### config.mk
export PLATFORM = sky130hd
export DESIGN_NAME = sprite_palette_arbiter_flat
export DESIGN_NICKNAME = d
export VERILOG_FILES = /design/src/rtl/sprite_pkg.sv /design/src/rtl/sprite_palette_arbiter_if.sv /design/src/rtl/sprite_priority_enc.sv /design/src/rtl/sprite_palette_arbiter.sv /design/src/flat_wrapper.sv
export SDC_FILE = /design/constraint.sdc
export NUM_CORES = 1
export LEC_CHECK = 0
export CAP_MARGIN = 10
export CORE_MARGIN = 2
export CORE_UTILIZATION = 56
export CTS_CLUSTER_DIAMETER = 150
export DETAILED_ROUTE_END_ITERATION = 6
export PLACE_DENSITY = 0.74
export SKIP_CTS_REPAIR_TIMING = 1
export SYNTH_ARGS = -nofsm -noshare
export SYNTH_HDL_FRONTEND = slang
export SYNTH_SLANG_ARGS = --single-unit
### constraint.sdc
create_clock -name Clk -period 4.5 [get_ports Clk]
set_input_delay 1.125 -clock Clk [delete_from_list [all_inputs] [get_ports Clk]]
set_output_delay 1.125 -clock Clk [all_outputs]
set_load 0.005 [all_outputs]
### src/rtl/sprite_pkg.sv
// Shared types and constants for the sprite palette arbiter.
// The optional collision detector is enabled by defining SPRITE_COLLISION_EN.
package sprite_pkg;

    localparam int unsigned IDX_W_DEFAULT = 4;

    typedef struct packed {
        logic [3:0] r;
        logic [3:0] g;
        logic [3:0] b;
    } rgb12_t;

    typedef logic [IDX_W_DEFAULT-1:0] pal_idx_t;

    // Index 2 carries the magenta colour key and is never drawn.
    localparam pal_idx_t TRANSP_IDX_DEFAULT = 4'd2;

    // Power-up colours loaded into every layer's palette.
    localparam rgb12_t DEFAULT_PALETTE [16] = '{
        12'h000, 12'hFFF, 12'hF0F, 12'h888,
        12'hE33, 12'h3E3, 12'h33E, 12'hEE3,
        12'h3EE, 12'hE3E, 12'h840, 12'h048,
        12'h480, 12'h0F0, 12'hF00, 12'h00F
    };

    typedef enum logic [1:0] {
        W_IDLE,
        W_PEND,
        W_ACK
    } wr_state_e;

endpackage

### src/rtl/sprite_palette_arbiter_if.sv
// Pixel, output and palette-write signals of the sprite palette arbiter.
// Collision outputs exist only when SPRITE_COLLISION_EN is defined.
interface sprite_palette_arbiter_if #(
    parameter int unsigned NUM_LAYERS = 4,
    parameter int unsigned IDX_W      = 4
);
    localparam int unsigned LAYER_W = (NUM_LAYERS > 1) ? $clog2(NUM_LAYERS) : 1;

    logic                        pix_valid_i;
    logic                        blank_i;
    logic [NUM_LAYERS-1:0]       layer_vld_i;
    logic [NUM_LAYERS*IDX_W-1:0] layer_idx_i;
    logic [11:0]                 bg_rgb_i;

    logic [11:0]                 rgb_o;
    logic                        rgb_vld_o;
    logic                        hit_o;
    logic [LAYER_W-1:0]          hit_layer_o;

    logic                        wr_req_i;
    logic [LAYER_W-1:0]          wr_layer_i;
    logic [IDX_W-1:0]            wr_idx_i;
    logic [11:0]                 wr_rgb_i;
    logic                        wr_ack_o;

`ifdef SPRITE_COLLISION_EN
    logic                        collide_o;
    logic [NUM_LAYERS-1:0]       collide_mask_o;
`endif

    // Video/host side driving the arbiter.
    modport master (
        output pix_valid_i, blank_i, layer_vld_i, layer_idx_i, bg_rgb_i,
        output wr_req_i, wr_layer_i, wr_idx_i, wr_rgb_i,
        input  rgb_o, rgb_vld_o, hit_o, hit_layer_o, wr_ack_o
`ifdef SPRITE_COLLISION_EN
        , input collide_o, collide_mask_o
`endif
    );

    // The arbiter itself.
    modport slave (
        input  pix_valid_i, blank_i, layer_vld_i, layer_idx_i, bg_rgb_i,
        input  wr_req_i, wr_layer_i, wr_idx_i, wr_rgb_i,
        output rgb_o, rgb_vld_o, hit_o, hit_layer_o, wr_ack_o
`ifdef SPRITE_COLLISION_EN
        , output collide_o, collide_mask_o
`endif
    );

endinterface

### src/rtl/sprite_priority_enc.sv
// Combinational picker: lowest-numbered opaque layer wins.
module sprite_priority_enc #(
    parameter int unsigned NUM_LAYERS = 4,
    parameter int unsigned LAYER_W    = 2
) (
    input  logic [NUM_LAYERS-1:0] opaque_i,
    output logic                  hit_o,
    output logic [LAYER_W-1:0]    layer_o
);

    // Scan from the top so the lowest opaque layer is written last.
    always_comb begin
        hit_o   = 1'b0;
        layer_o = '0;
        for (int n = int'(NUM_LAYERS) - 1; n >= 0; n--) begin
            if (opaque_i[n]) begin
                hit_o   = 1'b1;
                layer_o = LAYER_W'(n);
            end
        end
    end

endmodule

### src/rtl/sprite_palette_arbiter.sv
// Two-stage sprite compositor with per-layer palette RAM and a write
// scheduler that defers host palette updates into vertical blank.
// Define SPRITE_COLLISION_EN to add sticky collision flags.
module sprite_palette_arbiter
    import sprite_pkg::*;
#(
    parameter int unsigned NUM_LAYERS = 4,
    parameter int unsigned IDX_W      = 4,
    parameter int unsigned TRANSP_IDX = TRANSP_IDX_DEFAULT
) (
    input logic                     Clk,
    input logic                     Reset_n,
    sprite_palette_arbiter_if.slave bus
);

    localparam int unsigned LAYER_W = (NUM_LAYERS > 1) ? $clog2(NUM_LAYERS) : 1;
    localparam int unsigned DEPTH   = 2 ** IDX_W;
    localparam logic [IDX_W-1:0] TRANSP_KEY = IDX_W'(TRANSP_IDX);

    logic [NUM_LAYERS-1:0] opaque;
    logic                  win_hit;
    logic [LAYER_W-1:0]    win_layer;
    logic [IDX_W-1:0]      win_idx;

    logic                  s1_vld, s1_hit;
    logic [LAYER_W-1:0]    s1_layer;
    logic [IDX_W-1:0]      s1_idx;
    logic [11:0]           s1_bg;

    logic [11:0]           rgb_q;
    logic                  rgb_vld_q, hit_q;
    logic [LAYER_W-1:0]    hit_layer_q;

    rgb12_t                pal_q [NUM_LAYERS][DEPTH];
    rgb12_t                pal_rd;

    wr_state_e             w_state_q;
    logic [LAYER_W-1:0]    w_layer_q;
    logic [IDX_W-1:0]      w_idx_q;
    rgb12_t                w_rgb_q;
    logic                  ack_q;
    logic                  pal_we;

    // Opaque = covered by the sprite and not the colour-key index.
    always_comb begin
        opaque = '0;
        for (int n = 0; n < int'(NUM_LAYERS); n++) begin
            opaque[n] = bus.layer_vld_i[n] &&
                        (bus.layer_idx_i[n*IDX_W +: IDX_W] != TRANSP_KEY);
        end
    end

    sprite_priority_enc #(
        .NUM_LAYERS (NUM_LAYERS),
        .LAYER_W    (LAYER_W)
    ) u_prio (
        .opaque_i (opaque),
        .hit_o    (win_hit),
        .layer_o  (win_layer)
    );

    // Select the winning layer's palette index.
    always_comb begin
        win_idx = '0;
        for (int n = 0; n < int'(NUM_LAYERS); n++) begin
            if (win_hit && (LAYER_W'(n) == win_layer)) begin
                win_idx = bus.layer_idx_i[n*IDX_W +: IDX_W];
            end
        end
    end

    // Stage 1: capture winner, index, background and valid.
    always_ff @(posedge Clk or negedge Reset_n) begin
        if (!Reset_n) begin
            s1_vld   <= 1'b0;
            s1_hit   <= 1'b0;
            s1_layer <= '0;
            s1_idx   <= '0;
            s1_bg    <= '0;
        end else begin
            s1_vld   <= bus.pix_valid_i;
            s1_hit   <= win_hit;
            s1_layer <= win_layer;
            s1_idx   <= win_idx;
            s1_bg    <= bus.bg_rgb_i;
        end
    end

    assign pal_rd = pal_q[s1_layer][s1_idx];

    // Stage 2: palette lookup or background; same-edge writes are not visible here.
    always_ff @(posedge Clk or negedge Reset_n) begin
        if (!Reset_n) begin
            rgb_q       <= '0;
            rgb_vld_q   <= 1'b0;
            hit_q       <= 1'b0;
            hit_layer_q <= '0;
        end else begin
            rgb_q       <= s1_hit ? pal_rd : s1_bg;
            rgb_vld_q   <= s1_vld;
            hit_q       <= s1_hit;
            hit_layer_q <= s1_layer;
        end
    end

    assign bus.rgb_o       = rgb_q;
    assign bus.rgb_vld_o   = rgb_vld_q;
    assign bus.hit_o       = hit_q;
    assign bus.hit_layer_o = hit_layer_q;

    // Commit only in blank; out-of-range layers are acked but never written.
    assign pal_we = (w_state_q == W_PEND) && bus.blank_i && (32'(w_layer_q) < NUM_LAYERS);

    // Palette RAM, reloaded with the default colours on reset.
    always_ff @(posedge Clk or negedge Reset_n) begin
        if (!Reset_n) begin
            for (int l = 0; l < int'(NUM_LAYERS); l++) begin
                for (int e = 0; e < int'(DEPTH); e++) begin
                    pal_q[l][e] <= DEFAULT_PALETTE[e % 16];
                end
            end
        end else if (pal_we) begin
            pal_q[w_layer_q][w_idx_q] <= w_rgb_q;
        end
    end

    // Write scheduler; a request still high during its own ack is not re-sampled.
    always_ff @(posedge Clk or negedge Reset_n) begin
        if (!Reset_n) begin
            w_state_q <= W_IDLE;
            w_layer_q <= '0;
            w_idx_q   <= '0;
            w_rgb_q   <= '0;
            ack_q     <= 1'b0;
        end else begin
            ack_q <= 1'b0;
            unique case (w_state_q)
                W_IDLE: begin
                    if (bus.wr_req_i && !ack_q) begin
                        w_layer_q <= bus.wr_layer_i;
                        w_idx_q   <= bus.wr_idx_i;
                        w_rgb_q   <= bus.wr_rgb_i;
                        w_state_q <= W_PEND;
                    end
                end
                W_PEND: begin
                    if (bus.blank_i) begin
                        w_state_q <= W_ACK;
                    end
                end
                W_ACK: begin
                    ack_q     <= 1'b1;
                    w_state_q <= W_IDLE;
                end
                default: w_state_q <= W_IDLE;
            endcase
        end
    end

    assign bus.wr_ack_o = ack_q;

`ifdef SPRITE_COLLISION_EN
    logic                  multi;
    logic                  s1_coll;
    logic [NUM_LAYERS-1:0] s1_mask;
    logic                  blank_q;
    logic                  collide_q;
    logic [NUM_LAYERS-1:0] collide_mask_q;

    // Two or more bits set: clearing the lowest set bit leaves something.
    assign multi = |(opaque & (opaque - NUM_LAYERS'(1)));

    // Collision stage 1, aligned with the pixel pipeline.
    always_ff @(posedge Clk or negedge Reset_n) begin
        if (!Reset_n) begin
            s1_coll <= 1'b0;
            s1_mask <= '0;
            blank_q <= 1'b0;
        end else begin
            s1_coll <= bus.pix_valid_i && multi;
            s1_mask <= (bus.pix_valid_i && multi) ? opaque : '0;
            blank_q <= bus.blank_i;
        end
    end

    // Sticky flags; the blank rise clears and wins over a coincident collision.
    always_ff @(posedge Clk or negedge Reset_n) begin
        if (!Reset_n) begin
            collide_q      <= 1'b0;
            collide_mask_q <= '0;
        end else if (bus.blank_i && !blank_q) begin
            collide_q      <= 1'b0;
            collide_mask_q <= '0;
        end else if (s1_coll) begin
            collide_q      <= 1'b1;
            collide_mask_q <= collide_mask_q | s1_mask;
        end
    end

    assign bus.collide_o      = collide_q;
    assign bus.collide_mask_o = collide_mask_q;
`endif

endmodule

### src/flat_wrapper.sv
// flat-port wrapper written by rule: the top's interface ports become plain ports
module sprite_palette_arbiter_flat import sprite_pkg::*;
#(
    parameter int unsigned NUM_LAYERS = 4,
    parameter int unsigned IDX_W      = 4,
    parameter int unsigned TRANSP_IDX = TRANSP_IDX_DEFAULT
)
  (Clk, Reset_n, bus_pix_valid_i, bus_blank_i, bus_layer_vld_i, bus_layer_idx_i, bus_bg_rgb_i, bus_wr_req_i, bus_wr_layer_i, bus_wr_idx_i, bus_wr_rgb_i, bus_rgb_o, bus_rgb_vld_o, bus_hit_o, bus_hit_layer_o, bus_wr_ack_o);
  sprite_palette_arbiter_if #(.NUM_LAYERS(NUM_LAYERS), .IDX_W(IDX_W)) bus_i ();
  input logic Clk;
  input logic Reset_n;
  input wire logic [$bits(bus_i.pix_valid_i)-1:0] bus_pix_valid_i;
  input wire logic [$bits(bus_i.blank_i)-1:0] bus_blank_i;
  input wire logic [$bits(bus_i.layer_vld_i)-1:0] bus_layer_vld_i;
  input wire logic [$bits(bus_i.layer_idx_i)-1:0] bus_layer_idx_i;
  input wire logic [$bits(bus_i.bg_rgb_i)-1:0] bus_bg_rgb_i;
  input wire logic [$bits(bus_i.wr_req_i)-1:0] bus_wr_req_i;
  input wire logic [$bits(bus_i.wr_layer_i)-1:0] bus_wr_layer_i;
  input wire logic [$bits(bus_i.wr_idx_i)-1:0] bus_wr_idx_i;
  input wire logic [$bits(bus_i.wr_rgb_i)-1:0] bus_wr_rgb_i;
  output wire logic [$bits(bus_i.rgb_o)-1:0] bus_rgb_o;
  output wire logic [$bits(bus_i.rgb_vld_o)-1:0] bus_rgb_vld_o;
  output wire logic [$bits(bus_i.hit_o)-1:0] bus_hit_o;
  output wire logic [$bits(bus_i.hit_layer_o)-1:0] bus_hit_layer_o;
  output wire logic [$bits(bus_i.wr_ack_o)-1:0] bus_wr_ack_o;
  assign bus_i.pix_valid_i = bus_pix_valid_i;
  assign bus_i.blank_i = bus_blank_i;
  assign bus_i.layer_vld_i = bus_layer_vld_i;
  assign bus_i.layer_idx_i = bus_layer_idx_i;
  assign bus_i.bg_rgb_i = bus_bg_rgb_i;
  assign bus_i.wr_req_i = bus_wr_req_i;
  assign bus_i.wr_layer_i = bus_wr_layer_i;
  assign bus_i.wr_idx_i = bus_wr_idx_i;
  assign bus_i.wr_rgb_i = bus_wr_rgb_i;
  assign bus_rgb_o = bus_i.rgb_o;
  assign bus_rgb_vld_o = bus_i.rgb_vld_o;
  assign bus_hit_o = bus_i.hit_o;
  assign bus_hit_layer_o = bus_i.hit_layer_o;
  assign bus_wr_ack_o = bus_i.wr_ack_o;
  sprite_palette_arbiter #(.NUM_LAYERS(NUM_LAYERS), .IDX_W(IDX_W), .TRANSP_IDX(TRANSP_IDX)) u_core (.Clk(Clk), .Reset_n(Reset_n), .bus(bus_i));
endmodule
* Word-level counts from Yosys, hierarchy flattened
Cells that the tools add are included.
** Storage, ports and cells
- Output and inout bits :: 17
- Bits in registers :: 825
** Cells by class
- Bitwise logic cells :: 4
- Equality and inequality tests :: 11
- Reductions and logical operators :: 17
- $lt $le $gt $ge :: 6
- Multiplexer cells :: 28
** Operator list (number)
- bitwise mux 768 bit :: 1
- two-way mux 192 bit :: 3
- binary-select mux 192 bit (select 2 bit) :: 1
- demux 192 bit (select 2 bit) :: 1
- binary-select mux 12 bit (select 4 bit) :: 1
- demux 12 bit (select 4 bit) :: 1
- two-way mux 12 bit :: 4
- two-way mux 4 bit :: 4
- != test 4 x 2 -> 1 bit, second input constant :: 4
- logical AND 1 bit :: 12
- two-way mux 2 bit :: 6
- >= comparator 5 bit, second input constant :: 2
- NOT 4 -> 5 bit :: 2
- >= comparator 3 bit, second input constant :: 2
- NOT 2 -> 3 bit :: 2
- < comparator 5 x 1 -> 1 bit, second input constant :: 1
- two-way mux 1 bit :: 5
- equality test 2 bit, first input constant :: 2
- logical NOT 2 bit :: 2
- one-hot mux 2 bit (2 select lines) :: 1
- AND reduction 2 bit :: 2
- < comparator 3 x 1 -> 1 bit, second input constant :: 1
- equality test 1 x 2 -> 1 bit, first input constant :: 1
- equality test 2 x 1 -> 1 bit, second input constant :: 1
- other kinds (4) :: 4

* Depth between registers and ports, before layout
Gate-level depths: netlist of the first run.
- Depth in word-level cells :: 12
- Gate-level depth with buffers :: 9
- Gate-level depth less buffers :: 5

* Hierarchy
A second synthesis of the first run with hierarchy kept.
** Unflattened totals
- Cell total of the unflattened synthesis :: 2388
- Area, all modules :: 37866.3 um^2
** Modules (own cells, without submodules)
- sprite_palette_arbiter :: cells an instance 2381, area an instance 37831.3 um^2, times used 1
- sprite_priority_enc :: cells an instance 7, area an instance 35.0 um^2, times used 1

* Worst setup path before layout of the first run
OpenSTA, ideal clock, no wires.
- Path type :: input-to-reg
- Start :: in bus_blank_i
- End :: reg u_core.pal_q[580] (netlist name)
- Path buffers :: 3
- Arrival time :: 2.447 ns
- Setup time :: 0.125 ns
- Slack :: 1.928 ns
- Required time :: 4.375 ns
- Stages :: 7
- Cell sequence :: nand3b_4 -> or3_1 -> clkbuf_1 -> buf_6 -> nor2_2 -> buf_6 -> mux2_2
** On the way
- Word-level cells in the longest chain between the ends :: 1
** Ends and longest elaborated chain
- start: declaration :: RTL line flat_wrapper.sv:13 : input wire logic [$bits(bus_i.blank_i)-1:0] bus_blank_i;
- logical AND 1 bit :: RTL line sprite_palette_arbiter.sv:112 : assign pal_we = (w_state_q == W_PEND) && bus.blank_i && (32'(w_layer_q) < NUM_LAYERS);
- end signal: indexed assignment :: RTL line sprite_palette_arbiter.sv:119 : pal_q[l][e] <= DEFAULT_PALETTE[e % 16];
- end signal: indexed assignment :: RTL line sprite_palette_arbiter.sv:123 : pal_q[w_layer_q][w_idx_q] <= w_rgb_q;
- end: declaration :: RTL line sprite_palette_arbiter.sv:34 : rgb12_t pal_q [NUM_LAYERS][DEPTH];
Every way passes these cells.
A chain may end at the register's enable or synchronous reset.

* Worst setup path after layout of the first run
- Start :: in bus_blank_i
- End :: reg u_core.pal_q[585] (netlist name)
The elaborated chain is that of the path after synthesis.

==> results of run 1 <==
## cell usage in the layout (no fill, tap or decap), types with 7 or more instances in the layout
cell type,count
sky130_fd_sc_hd__dfrtp_1,466
sky130_fd_sc_hd__nand2b_1,7
sky130_fd_sc_hd__o22ai_1,24
sky130_fd_sc_hd__nor2b_1,17
sky130_fd_sc_hd__buf_4,77
sky130_fd_sc_hd__dfstp_2,344
sky130_fd_sc_hd__buf_12,15
sky130_fd_sc_hd__mux4_2,180
sky130_fd_sc_hd__clkdlybuf4s50_1,70
sky130_fd_sc_hd__a21oi_1,28
sky130_fd_sc_hd__clkbuf_8,28
sky130_fd_sc_hd__clkbuf_1,25
sky130_fd_sc_hd__dfrtp_2,12
sky130_fd_sc_hd__nand3_1,7
sky130_fd_sc_hd__a221oi_2,8
sky130_fd_sc_hd__mux2_2,826
sky130_fd_sc_hd__a221oi_1,16
sky130_fd_sc_hd__mux2i_1,48
sky130_fd_sc_hd__o221ai_1,13
sky130_fd_sc_hd__clkinv_2,9
sky130_fd_sc_hd__o21ai_1,11
sky130_fd_sc_hd__nand2_1,50
sky130_fd_sc_hd__nor2_1,46
sky130_fd_sc_hd__nor2_2,7
sky130_fd_sc_hd__clkbuf_16,90
## cell type report
cell class                      instances  area, um2
Fill cell                            4715      24690
Sequential cell                       825      21100
Multi-Input combinational cell       1338      15580
Clock buffer                          143       2731
Timing Repair Buffer                  163       1594
Tap cell                              873       1092
Clock inverter                         19      224.0
Inverter                                6      22.52
Antenna cell                            1      2.502
## logic make-up (layout without fill, tap and decap cells)
| family | count (synthesis) | after routing | synth area share |
|---|---|---|---|
| AO/OA/AOI/OAI | 112 | 112 | 0.02160 |
| flip-flops | 825 | 825 | 0.5573 |
| buffers and inverters | 236 | 331 | 0.03097 |
| AND/OR/NAND/NOR | 164 | 164 | 0.02164 |
| multiplexers | 1062 | 1062 | 0.3685 |
| other | 0 | 1 | 0 |
## registers in the layout, summed over array words and instances (netlist names), 2 cells and up
register and count:
u_core.bus.hit_layer_o 2, u_core.bus.rgb_o 12, u_core.pal_q 768, u_core.s1_bg 12, u_core.s1_idx 4, u_core.s1_layer 2, u_core.w_idx_q 4, u_core.w_layer_q 2
u_core.w_rgb_q 12, u_core.w_state_q 2
## worst min-delay path by stage
| stage | start | endpoint | cells past startpoint | slack (ns) |
|---|---|---|---|---|
| detailed placement | u_core.s1_vld | u_core.bus.rgb_vld_o | 0 | 0.34 |
| global route | u_core.s1_vld | u_core.bus.rgb_vld_o | 0 | 0.37 |
| global placement | u_core.s1_vld | u_core.bus.rgb_vld_o | 0 | 0.33 |
| floorplan | u_core.s1_vld | u_core.bus.rgb_vld_o | 0 | 0.33 |
| CTS | u_core.s1_vld | u_core.bus.rgb_vld_o | 0 | 0.35 |
| finish | u_core.s1_vld | u_core.bus.rgb_vld_o | 0 | 0.35 |
## per-layer routing
layer  track usage  up-vias
met1        0.3585    11450
met4       0.08999        2
met2        0.4275      590
met5             0        -
li1              -     8925
met3       0.05108      189
## through the flow
step	setup slack [ns]	area, um2	std cells
after floorplan	1.928	37820	2399
after global placement	0.7031	39390	3205
after detailed placement	0.6870	39390	3205
after CTS	1.326	42350	3367
after global routing	1.246	42350	3367
final	1.311	42350	3368
## where the power goes
group | switching, uW | internal, uW
combinational | 3430 | 3920
clock | 2930 | 4370
sequential | 1900 | 11300
total | 8260 | 19600
==> impl_metrics.xml, run 1 <==
<?xml version="1.0" encoding="UTF-8"?>
<metrics>
  <group name="setup_path">
    <metric name="critPathCaptureType" unit="">flop</metric>
    <metric name="worstPathBufferInverterCount" unit="">1</metric>
    <metric name="worst-r2r-cell-count" unit="">6</metric>
    <metric name="crit_fanout" unit="">16</metric>
    <metric name="cpPeakStageDelay" unit="ns">0.76</metric>
    <metric name="cp_top_family" unit="">simple AND/OR/NAND/NOR gates</metric>
    <metric name="crit_path_cell_trace" unit="">clkdlybuf4s50_1 &gt; nand3b_4 &gt; or3_1 &gt; nor2_2 &gt; mux2_2</metric>
    <metric name="worstReg2RegEnd" unit="">u_core.bus.rgb_o[10]</metric>
    <metric name="cp_num_cells" unit="">5</metric>
    <metric name="cpMaxStageDelayCell" unit="">sky130_fd_sc_hd__or3_1</metric>
    <metric name="cp_class" unit="">in2reg</metric>
    <metric name="worst_setup_path_startpoint" unit="">bus_blank_i</metric>
    <metric name="endpoint" unit="">u_core.pal_q[585]</metric>
    <metric name="cp_data_required_time" unit="ns">5.00</metric>
    <metric name="data_arrival_time_of_the_worst_path" unit="ns">3.69</metric>
    <metric name="worst-r2r-setup-slack" unit="ns">1.36</metric>
    <metric name="worst_setup_path_start_kind" unit="">input pin</metric>
    <metric name="r2r-start" unit="">u_core.s1_idx[0]</metric>
  </group>
  <group name="clocking">
    <metric name="worstSkewPairLatency" unit="ns">0.64</metric>
    <metric name="worst_setup_hold_path_clk_slew" unit="ns">0.06</metric>
    <metric name="cts_tree" unit="">done</metric>
    <metric name="clock_tree.buffer_depth" unit="">3</metric>
    <metric name="htree_levels" unit="">3</metric>
    <metric name="cts_root_buffer" unit="">sky130_fd_sc_hd__clkbuf_16</metric>
    <metric name="clock-sinks" unit="">825</metric>
    <metric name="cts_buffers" unit="">87</metric>
  </group>
  <group name="logic_synthesis">
    <metric name="syn_inst" unit="">2399</metric>
    <metric name="most_used_dff_post_synth" unit="">sky130_fd_sc_hd__dfrtp_1</metric>
    <metric name="synth_top_area_frac" unit="">0.3183</metric>
    <metric name="post_synth.cell_area_avg" unit="um2">15.76</metric>
    <metric name="yosys_register_bits" unit="">825</metric>
    <metric name="yosysTopAreaCell" unit="">sky130_fd_sc_hd__dfrtp_1</metric>
    <metric name="ys_async_sr_fraction" unit="">1.000</metric>
    <metric name="synth-edff-count" unit="">0</metric>
    <metric name="mappedNetlistArea" unit="um2">37820</metric>
    <metric name="ys.warnings.count" unit="">0</metric>
    <metric name="synth.area.top_cells" unit="">sky130_fd_sc_hd__dfrtp_1 32%, sky130_fd_sc_hd__mux2_2 25%, sky130_fd_sc_hd__dfstp_2 24%, sky130_fd_sc_hd__mux4_2 11%, sky130_fd_sc_hd__mux2i_1 1.3%</metric>
    <metric name="count_of_cell_types_in_the_netlist" unit="">51</metric>
    <metric name="postSynthNetCount" unit="">2454</metric>
    <metric name="yosys-top-cells-count" unit="">826 x sky130_fd_sc_hd__mux2_2, 481 x sky130_fd_sc_hd__dfrtp_1, 344 x sky130_fd_sc_hd__dfstp_2</metric>
    <metric name="synth_most_common_cell" unit="">sky130_fd_sc_hd__mux2_2</metric>
    <metric name="ys_seq_area_frac" unit="">0.5573</metric>
  </group>
  <group name="sta">
    <metric name="skew" unit="ns">0.02619</metric>
    <metric name="setup_repair_after_global_routing_missed_its_margin" unit="">false</metric>
    <metric name="final_report_setup_violation_count" unit="">0</metric>
    <metric name="tightestPinTransition" unit="ns">1.094</metric>
    <metric name="layout_min_cycle_time" unit="ns">3.189</metric>
    <metric name="worst_hold_slack_after_final_layout" unit="ns">0.3492</metric>
    <metric name="slew_violations" unit="">0</metric>
    <metric name="hold_violations" unit="">0</metric>
    <metric name="fin_crit_sh" unit="">0.7087</metric>
    <metric name="slew-limit-headroom" unit="">0.2704</metric>
    <metric name="timing.fmax" unit="MHz">313.6</metric>
    <metric name="fin_tns_setup" unit="ns">0</metric>
  </group>
  <group name="drt">
    <metric name="detail-route-antenna-nets" unit="">0</metric>
    <metric name="topRoutingLayerUsed" unit="">met5</metric>
    <metric name="drt-pass1-iter-count" unit="">5</metric>
    <metric name="wl_met2" unit="um">44270</metric>
    <metric name="wl_per_cell" unit="um">26.76</metric>
    <metric name="route.layer.met1.wl" unit="um">37830</metric>
    <metric name="detail_route.drc_violations" unit="">0</metric>
    <metric name="wirelength" unit="um">90130</metric>
    <metric name="drtIter0Drc" unit="">1264</metric>
    <metric name="route.met3.wl" unit="um">4950</metric>
    <metric name="drt-vias-per-instance" unit="">6.281</metric>
    <metric name="via_count" unit="">21150</metric>
  </group>
  <group name="finish">
    <metric name="area_overhead_of_the_layout_relative_to_synthesis" unit="%">11.99</metric>
    <metric name="finalNetCount" unit="">2476</metric>
    <metric name="layout-drive-gt1-share" unit="">0.6528</metric>
    <metric name="final_core_util" unit="">0.6317</metric>
  </group>
  <group name="grt">
    <metric name="vias_in_the_first_global_route" unit="">22770</metric>
    <metric name="maximum_number_of_pins_on_one_net_before_global_route_repair" unit="">99</metric>
    <metric name="gr-usage-all-layers" unit="">0.2631</metric>
    <metric name="grt.overflow.total" unit="">0</metric>
    <metric name="grt_antenna_before_repair" unit="">2</metric>
    <metric name="grt_first_pass_wirelength" unit="um">138300</metric>
  </group>
  <group name="floorplanning">
    <metric name="placeableCoreArea" unit="um2">67040</metric>
    <metric name="num_rows" unit="">95</metric>
    <metric name="dieArea" unit="um2">69630</metric>
    <metric name="floorplan.initialDensity" unit="">0.5641</metric>
    <metric name="io_pins" unit="">72</metric>
    <metric name="die_height" unit="um">263.9</metric>
    <metric name="die_width" unit="um">263.9</metric>
  </group>
  <group name="power_and_ir_drop">
    <metric name="power.leakage" unit="uW">0.01870</metric>
    <metric name="vdd.ir_drop.worst" unit="V">0.0004620</metric>
    <metric name="power" unit="uW">27840</metric>
    <metric name="powerDensity" unit="nW/um2">657.3</metric>
  </group>
  <group name="placed_design">
    <metric name="dp_hpwl" unit="um">56180</metric>
    <metric name="gp_routability_congestion" unit="">0.8267</metric>
    <metric name="buffer_ports.inserted" unit="">71</metric>
  </group>
  <group name="outcome">
    <metric name="outcome" unit="">completed</metric>
  </group>
  <group name="run">
    <metric name="max-cap-violations" unit="">0</metric>
  </group>
  <group name="min_path">
    <metric name="timing.hold.worst.class" unit="">reg2reg</metric>
  </group>
</metrics>
Power figures use the tool's default switching activity.
==> run 2: changes to the inputs <==
--- a/config.mk
+++ b/config.mk
@@ -10,7 +10,7 @@
 export CORE_UTILIZATION = 56
 export CTS_CLUSTER_DIAMETER = 150
 export DETAILED_ROUTE_END_ITERATION = 6
-export PLACE_DENSITY = 0.74
+export PLACE_DENSITY = 0.77
 export SKIP_CTS_REPAIR_TIMING = 1
 export SYNTH_ARGS = -nofsm -noshare
 export SYNTH_HDL_FRONTEND = slang
==> constraint.sdc (replaced) <==
create_clock -name Clk -period 2.6 [get_ports Clk]
set_input_delay 0.65 -clock Clk [delete_from_list [all_inputs] [get_ports Clk]]
set_output_delay 0.65 -clock Clk [all_outputs]
set_load 0.005 [all_outputs]
==> run 2 against run 1 <==
- routed wire length up 1.7%
- final cell count grew 2.9%
- count of clock-buffer cells in the layout is the same
- worst hold slack better by 0.0065 ns
- register-to-register slack lost 1.3 ns
- setup slack got worse by 1.2 ns
- total power increased by 76%
- design area grew 3.9%
==> impl_metrics.xml, run 2 (synthesis gave the netlist of run 1 again) <==
<?xml version="1.0" encoding="UTF-8"?>
<metrics>
  <group name="setup_path">
    <metric name="cp_data_required_time" unit="ns">3.09</metric>
    <metric name="r2r-start" unit="">u_core.s1_layer[0]</metric>
    <metric name="data_arrival_time_of_the_worst_path" unit="ns">3.02</metric>
    <metric name="critPathCaptureType" unit="">flop</metric>
    <metric name="worst-r2r-setup-slack" unit="ns">0.07</metric>
    <metric name="cp_class" unit="">reg2reg</metric>
    <metric name="worstReg2RegEnd" unit="">u_core.bus.rgb_o[3]</metric>
    <metric name="worst-r2r-cell-count" unit="">6</metric>
    <metric name="crit_fanout" unit="">23</metric>
    <metric name="worst_setup_path_start_kind" unit="">flop</metric>
  </group>
  <group name="sta">
    <metric name="layout_min_cycle_time" unit="ns">2.534</metric>
    <metric name="final_report_setup_violation_count" unit="">0</metric>
    <metric name="tightestPinTransition" unit="ns">0.8564</metric>
    <metric name="setup_repair_after_global_routing_missed_its_margin" unit="">true</metric>
    <metric name="hold_violations" unit="">0</metric>
    <metric name="skew" unit="ns">0.03036</metric>
    <metric name="fin_crit_sh" unit="">0.9746</metric>
    <metric name="slew-limit-headroom" unit="">0.4291</metric>
    <metric name="slew_violations" unit="">0</metric>
    <metric name="timing.fmax" unit="MHz">394.6</metric>
  </group>
  <group name="finish">
    <metric name="largest_register_ff_count" unit="">768</metric>
    <metric name="max_flop_register" unit="">u_core.pal_q</metric>
    <metric name="final_cell_mix" unit="">826 x sky130_fd_sc_hd__mux2_2, 466 x sky130_fd_sc_hd__dfrtp_1, 344 x sky130_fd_sc_hd__dfstp_2</metric>
    <metric name="layout-drive-gt1-share" unit="">0.6681</metric>
    <metric name="fin_area" unit="um2">43990</metric>
    <metric name="finalNetCount" unit="">2572</metric>
    <metric name="area_overhead_of_the_layout_relative_to_synthesis" unit="%">16.32</metric>
    <metric name="num-fill-cells" unit="">4472</metric>
    <metric name="antenna_cells" unit="">0</metric>
    <metric name="seq_area" unit="um2">21100</metric>
    <metric name="multiInputGateArea" unit="um2">15650</metric>
    <metric name="most_common_cell_after_layout_fill_and_taps_aside" unit="">sky130_fd_sc_hd__mux2_2</metric>
  </group>
  <group name="power_and_ir_drop">
    <metric name="power" unit="uW">49060</metric>
    <metric name="vdd.ir_drop.worst" unit="V">0.0009969</metric>
    <metric name="power.leakage" unit="uW">0.01950</metric>
    <metric name="powerDensity" unit="nW/um2">1115</metric>
  </group>
  <group name="drt">
    <metric name="drtIter0Drc" unit="">1762</metric>
    <metric name="drt-pass1-iter-count" unit="">7</metric>
    <metric name="detail-route-antenna-nets" unit="">0</metric>
    <metric name="wirelength" unit="um">91680</metric>
    <metric name="via_count" unit="">21660</metric>
    <metric name="detail_route.drc_violations" unit="">0</metric>
    <metric name="drt-vias-per-instance" unit="">6.251</metric>
    <metric name="wl_per_cell" unit="um">26.47</metric>
  </group>
  <group name="min_path">
    <metric name="hold-path-cell-count" unit="">0</metric>
    <metric name="hold_end" unit="">u_core.bus.rgb_vld_o</metric>
    <metric name="hp-start" unit="">u_core.s1_vld</metric>
    <metric name="timing.hold.worst.class" unit="">reg2reg</metric>
  </group>
  <group name="floorplanning">
    <metric name="placeableCoreArea" unit="um2">67040</metric>
    <metric name="die_width" unit="um">263.9</metric>
    <metric name="floorplan.initialDensity" unit="">0.5641</metric>
    <metric name="dieArea" unit="um2">69630</metric>
    <metric name="num_rows" unit="">95</metric>
    <metric name="die_height" unit="um">263.9</metric>
    <metric name="io_pins" unit="">72</metric>
  </group>
  <group name="grt">
    <metric name="grt_antenna_before_repair" unit="">1</metric>
    <metric name="groute.layer.met1.usage" unit="">0.3681</metric>
    <metric name="grt.overflow.total" unit="">0</metric>
    <metric name="grt_use_met3" unit="">0.04856</metric>
    <metric name="globalRouteMet2Util" unit="">0.4362</metric>
    <metric name="vias_in_the_first_global_route" unit="">23460</metric>
    <metric name="grt-busiest-layer" unit="">met2</metric>
    <metric name="grt_first_pass_wirelength" unit="um">141900</metric>
    <metric name="gr-usage-all-layers" unit="">0.2676</metric>
    <metric name="maximum_number_of_pins_on_one_net_before_global_route_repair" unit="">120</metric>
  </group>
  <group name="placed_design">
    <metric name="gp_routability_congestion" unit="">0.8870</metric>
    <metric name="buffer_ports.inserted" unit="">71</metric>
    <metric name="place_area" unit="um2">40950</metric>
    <metric name="dp_hpwl" unit="um">59370</metric>
  </group>
  <group name="clocking">
    <metric name="cts_tree" unit="">done</metric>
    <metric name="htree_levels" unit="">3</metric>
    <metric name="cts_root_buffer" unit="">sky130_fd_sc_hd__clkbuf_16</metric>
    <metric name="worst_setup_hold_path_clk_slew" unit="ns">0.06</metric>
    <metric name="clock_tree.buffer_depth" unit="">3</metric>
    <metric name="cts_buffers" unit="">86</metric>
    <metric name="worstSkewPairLatency" unit="ns">0.64</metric>
    <metric name="clock-sinks" unit="">825</metric>
  </group>
  <group name="outcome">
    <metric name="outcome" unit="">completed</metric>
  </group>
  <group name="run">
    <metric name="max-cap-violations" unit="">0</metric>
  </group>
</metrics>
==> run 2: cell types whose count changed in the layout (fill, tap and decap cells not counted), sizes merged <==
cell         previous run  this run
buf                    93       189
diode                   1         0
clkinv                 12        13
bufinv                  4         3
dlygate4sd3             0         1
==> run 2: worst max path at each step <==
| stage | to | cells after the start | start |
|---|---|---|---|
| 2_1_floorplan | u_core.pal_q[580] | 7 | bus_blank_i |
| 3_3_place_gp | u_core.pal_q[698] | 7 | bus_blank_i |
| 3_5_place_dp | u_core.pal_q[725] | 7 | bus_blank_i |
| 4_1_cts | u_core.bus.rgb_o[0] | 7 | u_core.s1_layer[0] |
| 5_1_grt | u_core.bus.rgb_o[0] | 7 | u_core.s1_layer[0] |
| 6_report | u_core.bus.rgb_o[3] | 6 | u_core.s1_layer[0] |
==> run 2: layer usage <==
| layer | routed length [um] | up-vias |
|---|---|---|
| met5 | 8 | - |
| met4 | 2601 | 2 |
| met3 | 5052 | 152 |
| met2 | 44880 | 601 |
| met1 | 39140 | 11810 |
| li1 | - | 9095 |
==> run 2: cell type report <==
class | count | share of cell area
Sequential cell | 825 | 0.4797
Timing Repair Buffer | 260 | 0.07258
Clock inverter | 19 | 0.004352
Multi-Input combinational cell | 1338 | 0.3557
Clock buffer | 143 | 0.06234
Inverter | 6 | 0.0005119
Tap cell | 873 | 0.02483
==> run 2: power breakdown <==
| part | internal, uW | switching, uW |
|---|---|---|
| registers | 19500 | 3310 |
| logic | 7430 | 6270 |
| clock network | 7490 | 5010 |
| total | 34500 | 14600 |
==> run 2: per-stage QoR <==
stage	util	hold slack (ns)	setup WS [ns]	std cells	setup TNS, ns
6_report	0.6562	0.3557	0.06592	3464	0
5_1_grt	0.6562	0.3708	-0.03704	3464	-0.03861
4_1_cts	0.6546	-0.08388	-0.05442	3463	-0.05442
3_5_place_dp	0.6109	0.3450	-0.08161	3301	-2.709
3_3_place_gp	0.6109	0.3348	-0.08107	3301	-1.891
2_1_floorplan	-	0.3312	0.5030	2399	0
==> run 2: worst max-delay path: stages, from the launching register on <==
cell,delay [ns]
sky130_fd_sc_hd__dfrtp_4,0.49
sky130_fd_sc_hd__buf_16,0.25
sky130_fd_sc_hd__buf_12,0.20
sky130_fd_sc_hd__mux4_2,0.53
sky130_fd_sc_hd__mux2_2,0.32
sky130_fd_sc_hd__a221oi_2,0.43
sky130_fd_sc_hd__o21ai_1,0.13
